[src/rtl/note_packet_writer.sv]
// note_packet_writer: queues note updates and writes them plus a priority score word over Avalon-MM during vblank.
module note_packet_writer #(
  parameter int          DEPTH      = 8,
  parameter logic [15:0] NOTE_ADDR  = 16'h6,
  parameter logic [15:0] SCORE_ADDR = 16'h4
) (
  input  logic        clk,
  input  logic        reset,
  input  logic        in_valid,
  output logic        in_ready,
  input  logic [5:0]  in_index,
  input  logic [5:0]  in_id,
  input  logic [9:0]  in_y,
  input  logic [9:0]  in_x,
  input  logic        score_valid,
  input  logic [15:0] score,
  input  logic [15:0] combo,
  input  logic        vblank,
  output logic [15:0] avm_address,
  output logic [31:0] avm_writedata,
  output logic        avm_write,
  output logic        avm_chipselect,
  input  logic        avm_waitrequest,
  output logic [6:0]  fifo_count,
  output logic [15:0] notes_sent
);
  localparam int AW = $clog2(DEPTH);
  typedef enum logic {IDLE, WRITE} state_t;
  state_t state_q, state_d;
  logic [31:0] mem [DEPTH];
  logic [AW-1:0] wr_q, wr_d, rd_q, rd_d;
  logic [6:0] count_q, count_d;
  logic [15:0] sent_q, sent_d, score_q, score_d, combo_q, combo_d, addr_q, addr_d;
  logic [31:0] data_q, data_d;
  logic pend_q, pend_d, is_score_q, is_score_d;
  logic push, pop, issue_score, done;
  always_comb begin
    in_ready    = count_q < 7'(DEPTH);
    push        = in_valid && in_ready;
    issue_score = state_q == IDLE && vblank && pend_q;
    pop         = state_q == IDLE && vblank && !pend_q && count_q != 7'd0;
    done        = state_q == WRITE && !avm_waitrequest;
  end
  always_ff @(posedge clk or posedge reset)
    if (reset) state_q <= IDLE;
    else state_q <= state_d;
  always_comb state_d = (issue_score || pop) ? WRITE : done ? IDLE : state_q;
  always_comb begin
    avm_write      = state_q == WRITE;
    avm_chipselect = state_q == WRITE;
    avm_address    = addr_q;
    avm_writedata  = data_q;
    fifo_count     = count_q;
    notes_sent     = sent_q;
  end
  always_comb begin
    wr_d       = wr_q + AW'(push);
    rd_d       = rd_q + AW'(pop);
    count_d    = count_q + 7'(push) - 7'(pop);
    sent_d     = sent_q + 16'(done && !is_score_q);
    score_d    = score_valid ? score : score_q;
    combo_d    = score_valid ? combo : combo_q;
    pend_d     = score_valid || (pend_q && !(done && is_score_q));
    is_score_d = issue_score ? 1'b1 : pop ? 1'b0 : is_score_q;
    addr_d     = issue_score ? SCORE_ADDR : pop ? NOTE_ADDR : addr_q;
    data_d     = issue_score ? {combo_q, score_q} : pop ? mem[rd_q] : data_q;
  end
  always_ff @(posedge clk)
    if (push) mem[wr_q] <= {in_index, in_id, in_y, in_x};
  always_ff @(posedge clk or posedge reset)
    if (reset) begin
      wr_q       <= '0;
      rd_q       <= '0;
      count_q    <= '0;
      sent_q     <= '0;
      score_q    <= '0;
      combo_q    <= '0;
      pend_q     <= 1'b0;
      is_score_q <= 1'b0;
      addr_q     <= '0;
      data_q     <= '0;
    end else begin
      wr_q       <= wr_d;
      rd_q       <= rd_d;
      count_q    <= count_d;
      sent_q     <= sent_d;
      score_q    <= score_d;
      combo_q    <= combo_d;
      pend_q     <= pend_d;
      is_score_q <= is_score_d;
      addr_q     <= addr_d;
      data_q     <= data_d;
    end
endmodule
[config.mk]
export PLATFORM = sky130hd
export DESIGN_NAME = note_packet_writer
export DESIGN_NICKNAME = d
export VERILOG_FILES = /design/src/rtl/note_packet_writer.sv
export SDC_FILE = /design/constraint.sdc
export NUM_CORES = 1
export LEC_CHECK = 0
export ABC_AREA = 1
export BUFFER_PORTS_ARGS = -buffer_cell sky130_fd_sc_hd__buf_2
export CORE_UTILIZATION = 45
export CTS_BUF_LIST = sky130_fd_sc_hd__clkbuf_8
export CTS_CLUSTER_DIAMETER = 40
export DETAILED_ROUTE_END_ITERATION = 16
export HOLD_SLACK_MARGIN = 0.03
export PLACE_DENSITY = 0.74
export SYNTH_ARGS = -nofsm -noshare
export SYNTH_HDL_FRONTEND = slang
export SYNTH_SLANG_ARGS = --single-unit
[constraint.sdc]
create_clock -name clk -period 4.1 [get_ports clk]
set_input_delay 0.205 -clock clk [delete_from_list [all_inputs] [get_ports clk]]
set_output_delay 0.205 -clock clk [all_outputs]
set_load 0.01 [all_outputs]
==> summary.txt, run 1 <==
Run status
  • Status: finished, final reports clean

Power and ir drop
  • Pwr dens: 582.2 mW/mm^2
  • Leak: 8.565 nW
  • Maximum vdd ir drop: between 0.3 and 0.4 mV

STA
  • Worst slew pin tran: 1114 ps
  • Final Hold Fails: 0
  • Fin Clk Skew: ~20 ps
  • RSZ-0062 raised after global routing: no
  • TNS Setup: 0 ps
  • Final Slew Violations: 0
  • Fin crit share: 66.45%
  • Crit path time final: 2724 ps
  • Hold Slack: 119.3 ps
  • Max Clk Rate: 0.3671 GHz
  • Final setup fails: 0
  • Worst relative slew slack: 25.55%

Synth
  • Yosys warning total: 0
  • Synth area leader: edfxtp_1
  • Largest cells by area after synthesis: edfxtp_1 (50%), dfrtp_1 (16%), nand2_1 (13%)
  • Syn Area/Cell: 9.817 sq um
  • Post-synthesis sequential area ratio: 65.79%
  • Cell Area, Synth: 0.01541 sq mm
  • Synth cell types: 28
  • #FFs+latches synth: 354
  • Syn Inst Count: 1570
  • Area share of the leading cell type in the synthesized netlist: 49.88%

GRT
  • Overall Global Routing Usage: roughly 20%
  • Largest net degree at the start of global routing: 70
  • Met2 Use GR: 33.80%
  • GR Util met3: 3.321%
  • Global Route met1 Usage: a little over a quarter
  • Initial antenna violation count: 0
  • Grt peak-use layer: met2
  • First-pass GRT wire length: 56790 um
  • Vias in the first global route: 11010
  • Grt ovf: 0

Clocking
  • Reg clk slew, reported paths: about 60 ps
  • Inserted Clock Buffers: 55
  • Clock root buffer: clkbuf_8
  • Worst skew pair latency: 580 ps
  • CTS tree: yes
  • Post-cts sizing count: 0
  • H-tree lvl count: 2
  • Clock sinks: 354
  • Post-CTS Repair Setup Buffers: 0
  • CTS max path bufs: 3

Finish
  • Design area: 0.01807 sq mm
  • Area delta synth->final: 17.27%
  • Area occupied by multi-input gates: between 0.003 and 0.004 sq mm
  • Most common cell after layout, fill and taps aside: nand2_1
  • Fin cells: roughly 2300
  • N_diodes: 0
  • Layout cells sized above 1: 12.61%
  • Commonest cells after routing, fill and taps aside: nand2_1 (553), inv_1 (277), edfxtp_1 (256)
  • Nets: 1856
  • Final Util: between 50% and 60%
  • Filler Cell Count: 2852
  • Area occupied by registers: slightly above 0.01 sq mm

Setup path
  • FF-to-FF Start: fifo_count[4]
  • Arr. time, crit path: 2910 ps
  • Critical path class: flop to flop
  • Critical path capture point type: flop
  • WP data required: 4290 ps
  • Crit path from: fifo_count[4]
  • CP Cell Sequence: inv_1 > ha_1 > inv_1 > a21boi_0 > nand2_1 > or2_2 > nor2_4
  • Cell repeated most along the worst path: inv_1
  • Worst Path Max Fanout: 32
  • Worst path max stage delay: 870 ps
  • Type of origin of the critical path: flop
  • Crit path max-delay cell type: nor2_4

Floorplan
  • Die Y: 187.1 um
  • Die Wd: around 190 um
  • Die ar.: 0.03499 sq mm
  • Num ports: 144
  • CORE AREA: 0.03362 sq mm
  • Row count: between 60 and 70
  • Starting Density: 45.85%

Placed design
  • HPWL after detailed placement: 21210 um
  • Dpl cells: 2094
  • RD Place Congestion: between 0.8 and 0.9
  • Placed cell area: 0.01644 sq mm
  • Port Buffers: 129

Min path
  • Hold Path Class: input pin to flop
  • Hold wc startpoint: in_valid

Route
  • Vias post-DR: 10980
  • Drt drc: 0
  • Routed WL per cell: ~15 um
  • Routed WL: 34810 um
  • Antenna Nets Post-Route: 0
  • DR pass1 iterations: 6
  • Via-per-instance ratio: 4.865
  • Starting DRC count in detailed routing: a little over 1000

Run
  • Max-cap viol count: 0
[per-layer routing]
| layer | up-vias | wire (um) |
|---|---|---|
| li1 | 5334 | - |
| met1 | 5169 | 15390 |
| met2 | 419 | 16460 |
| met3 | 54 | 2323 |
| met4 | 0 | 640 |
| met5 | - | 0 |
[synthesized netlist by cell type (all sizes together)]
master  count
a21boi      1
a21oi       2
a31oi       1
buf        65
clkbuf     18
conb        1
dfrtp      98
edfxtp    256
fa          1
ha         16
inv       261
nand2     553
nand3     235
nand3b      2
nand4       4
nor2       28
nor3        4
o211ai      1
o21a        1
o21ai       5
or2         1
xnor2       4
xor2       12
[worst paths after layout]
| check | to | slack (ps) | cells past startpoint |
|---|---|---|---|
| worst max-delay path | mem[4][11] | 1380 | 7 |
| worst min-delay path | wr_q[0] | 120 | 4 |
| worst max register to register | mem[4][11] | 1380 | 7 |
| worst min register to register | score_q[4] | 480 | 2 |
| max in group asynchronous | avm_writedata[20] | 2810 | 4 |
| min in group asynchronous | combo_q[0] | 370 | 3 |
[logic make-up (layout without fill, tap and decap cells)]
kind of cell    after synthesis  in the layout  share of synthesized area (%)
flops                       354            354                          65.79
compound gates               11             11                         0.4141
fa+ha+maj                    17             17                          1.429
buf+inv                     344            569                          9.190
xor+xnor                     16             16                         0.9092
simple gates                827            827                          22.24
other cells                   1             14                        0.02433
[flip-flops by register name (all words and copies together), names as in the netlist]
| name | count |
|---|---|
| mem | 256 |
| avm_writedata | 32 |
| combo_q | 16 |
| notes_sent | 16 |
| score_q | 16 |
| fifo_count | 7 |
| rd_q | 3 |
| wr_q | 3 |
| avm_address | 2 |
| avm_chipselect | 1 |
| is_score_q | 1 |
| pend_q | 1 |
[layout make-up]
class                   instances  area share, %
multi-input cells             885          21.94
clock inverters                39          1.045
inverters                     261          5.441
well taps                     448          3.101
repair buffers                212          8.003
flip-flops and latches        354          56.13
clock buffers                  57          4.341
[metrics by stage]
step           power (W)  setup slack [ps]
3_5_place_dp    0.007887              1352
6_report         0.01052              1376
2_1_floorplan   0.006869             834.4
4_1_cts          0.01059              1354
3_3_place_gp    0.007768              1466
5_1_grt          0.01120              1102
[timing repair]
item	CTS	global route
setup endpoints to repair	0	0
endpoints found under the hold margin	358	0
hold buffers	66	0
[worst max-delay path, delay by kind of cell (launching register included)]
kind | cells | cell delay (ps)
simple gates | 3 | 1420
buf+inv | 2 | 160
fa+ha+maj | 1 | 170
flops | 1 | 390
compound gates | 1 | 190
[report_power, final]
group | switching, W | total, W | internal, W
logic | 0.00229 | 0.00337 | 0.00108
registers | 0.000217 | 0.00452 | 0.00430
clock network | 0.00130 | 0.00264 | 0.00134
total | 0.00380 | 0.0105 | 0.00672
Note: power is estimated with default switching activity, not from simulation.
==> run 2, diff against run 1 <==
clock period = 2.6 ns   (was 4.1 ns; I/O delays follow)
==> run 2 against run 1 <==
Against the previous run:
- clock power grew 66%
- first-iteration DRC count shrank 0.20%
- clock skew grew 8.3 ps
- critical endpoint is now fifo_count[6]
- largest cell class unchanged
- highest routed layer is now met5
==> summary.txt, run 2 (same netlist as run 1, synthesis figures left out) <==
Clocking
  • Worst skew pair latency: 600 ps
  • Clock root buffer: clkbuf_8
  • Post-CTS Repair Setup Buffers: 0
  • Inserted Clock Buffers: 55
  • CTS max path bufs: 3
  • CTS tree: yes
  • H-tree lvl count: 2
  • Clock sinks: 354
  • Reg clk slew, reported paths: ~60 ps

Floorplan
  • Starting Density: 45.85%
  • Row count: 67
  • Die Y: 187.1 um
  • Die ar.: 0.03499 sq mm
  • CORE AREA: roughly 0.034 sq mm
  • Num ports: between 100 and 150
  • Die Wd: 187.1 um

Finish
  • Commonest cells after routing, fill and taps aside: nand2_1 (553), inv_1 (270), edfxtp_1 (256)
  • Max reg flops: 256
  • Filler Cell Count: about 2800
  • Area occupied by registers: 0.01014 sq mm
  • Nets: around 1900
  • Most flops, register: mem
  • Area occupied by multi-input gates: 0.003968 sq mm
  • Layout cells sized above 1: 13.72%
  • Area delta synth->final: 19.13%
  • Most common cell after layout, fill and taps aside: nand2_1

STA
  • Final setup fails: 0
  • Crit path time final: 2393 ps
  • TNS Setup: 0 ps
  • Final Hold Fails: 0
  • Fin crit share: 92.06%
  • Max Clk Rate: 0.4178 GHz
  • Worst slew pin tran: approximately 860 ps
  • Fin Clk Skew: 28.31 ps
  • Final Worst Setup Slack: a little over 200 ps
  • Final Slew Violations: 0
  • RSZ-0062 raised after global routing: no
  • Worst relative slew slack: 42.77%

Power and ir drop
  • Leak: roughly 8.7 nW
  • Maximum vdd ir drop: 0.6707 mV
  • Switching part of the total: 36.31%
  • Flop pwr share: 41.9%
  • P_sw: 0.006168 W
  • Cell Int Power: 0.01082 W
  • Clock share of power: 25.8%
  • Comb pwr share: roughly a third
  • Pwr dens: 925.2 mW/mm^2

Run status
  • Status: finished, final reports clean

Setup path
  • FF-to-FF Start: fifo_count[4]
  • Critical path class: flop to flop
  • Critical path capture point type: flop
  • Worst R2R Setup Slack: roughly 210 ps
  • Arr. time, crit path: 2850 ps
  • Reg2Reg Depth: 13
  • Worst R2R End: fifo_count[6]
  • Worst Path Max Fanout: 3
  • WP data required: 3060 ps
  • Type of origin of the critical path: flop

Min path
  • Hold wc startpoint: score_valid
  • Sink of the worst hold path: score_q[8]
  • Min-Delay Path Depth: 4
  • Hold Path Class: input pin to flop

GRT
  • Initial antenna violation count: 3
  • First-pass GRT wire length: 57780 um
  • Largest net degree at the start of global routing: between 100 and 150
  • Overall Global Routing Usage: between 20% and 30%
  • Grt ovf: 0
  • Vias in the first global route: 11080

Placed design
  • RD Place Congestion: 0.8763
  • Port Buffers: 129
  • HPWL after detailed placement: 21270 um
  • DP Worst Slack: 217.6 ps

Route
  • Routed WL: 35670 um
  • Via-per-instance ratio: between 4 and 5
  • Starting DRC count in detailed routing: 1006
  • Drt drc: 0
  • Vias post-DR: approximately 11000
  • DR pass1 iterations: 5
  • Antenna Nets Post-Route: 0
  • Routed WL per cell: roughly 16 um

Run
  • Max-cap viol count: 0
[run 2: worst max path at each step]
stage	end	slack (ps)	cells after the start	start
2_1_floorplan	mem[0][0]	-160	7	fifo_count[3]
3_3_place_gp	fifo_count[6]	290	13	fifo_count[3]
3_5_place_dp	fifo_count[6]	220	13	fifo_count[4]
4_1_cts	fifo_count[6]	160	13	fifo_count[4]
5_1_grt	fifo_count[6]	40	15	fifo_count[4]
6_report	fifo_count[6]	210	13	fifo_count[4]
[run 2: per-layer routing]
layer | share of wire [%] | track usage, % | up-vias
met4 | 1.3 | 4.918 | 2
li1 | - | - | 5382
met1 | 44 | 28.48 | 5301
met5 | 0.022 | 0 | -
met2 | 48 | 34.07 | 459
met3 | 7.2 | 3.340 | 47
[run 2: metrics by stage]
stage          std cells  instance area, sq um  util, %  hold slack (ps)  total power (W)
3_5_place_dp        2107                 16640    49.50            333.8          0.01258
5_1_grt             2278                 18360    54.61            68.34          0.01804
3_3_place_gp        2107                 16640    49.50            331.1          0.01243
2_1_floorplan       1583                 15500        -            228.9          0.01086
4_1_cts             2277                 18350    54.60            36.01          0.01705
6_report            2279                 18360    54.62            69.85          0.01699
[run 2: cell type report]
| type | instances | share of cell area (%) |
|---|---|---|
| antenna | 2 | 0.02726 |
| clock buffer | 61 | 4.572 |
| clock inverter | 42 | 1.118 |
| inverter | 261 | 5.363 |
| multi-input combinational | 885 | 21.61 |
| sequential | 354 | 55.25 |
| tap | 448 | 3.053 |
| timing repair buffer | 226 | 9.009 |
[run 2: repair_timing]
action,CTS,global route
hold buffers,67,0
setup endpoints to repair,0,1
hold endpoints to repair,325,0
gates resized for setup,0,1
[run 2: worst max-delay path: stages (launching register included)]
cell and delay (ps):
dfrtp_1 400, inv_1 120, ha_1 150, inv_1 40
a21boi_0 190, nand2_1 140, nand2_1 170, nand2_1 80
ha_1 240, fa_2 390, nand4_1 140, nand3_1 90
nand2_1 80, nand2_1 50
[run 2: power groups by stage]
stage                     Clock (W)  Combinational (W)  Sequential [W]
final                       0.00438            0.00548         0.00712
after global routing        0.00471            0.00615         0.00718
after CTS                   0.00446            0.00547         0.00712
after detailed placement          0            0.00535         0.00723
after global placement            0            0.00523         0.00720
after floorplan                   0            0.00356         0.00730
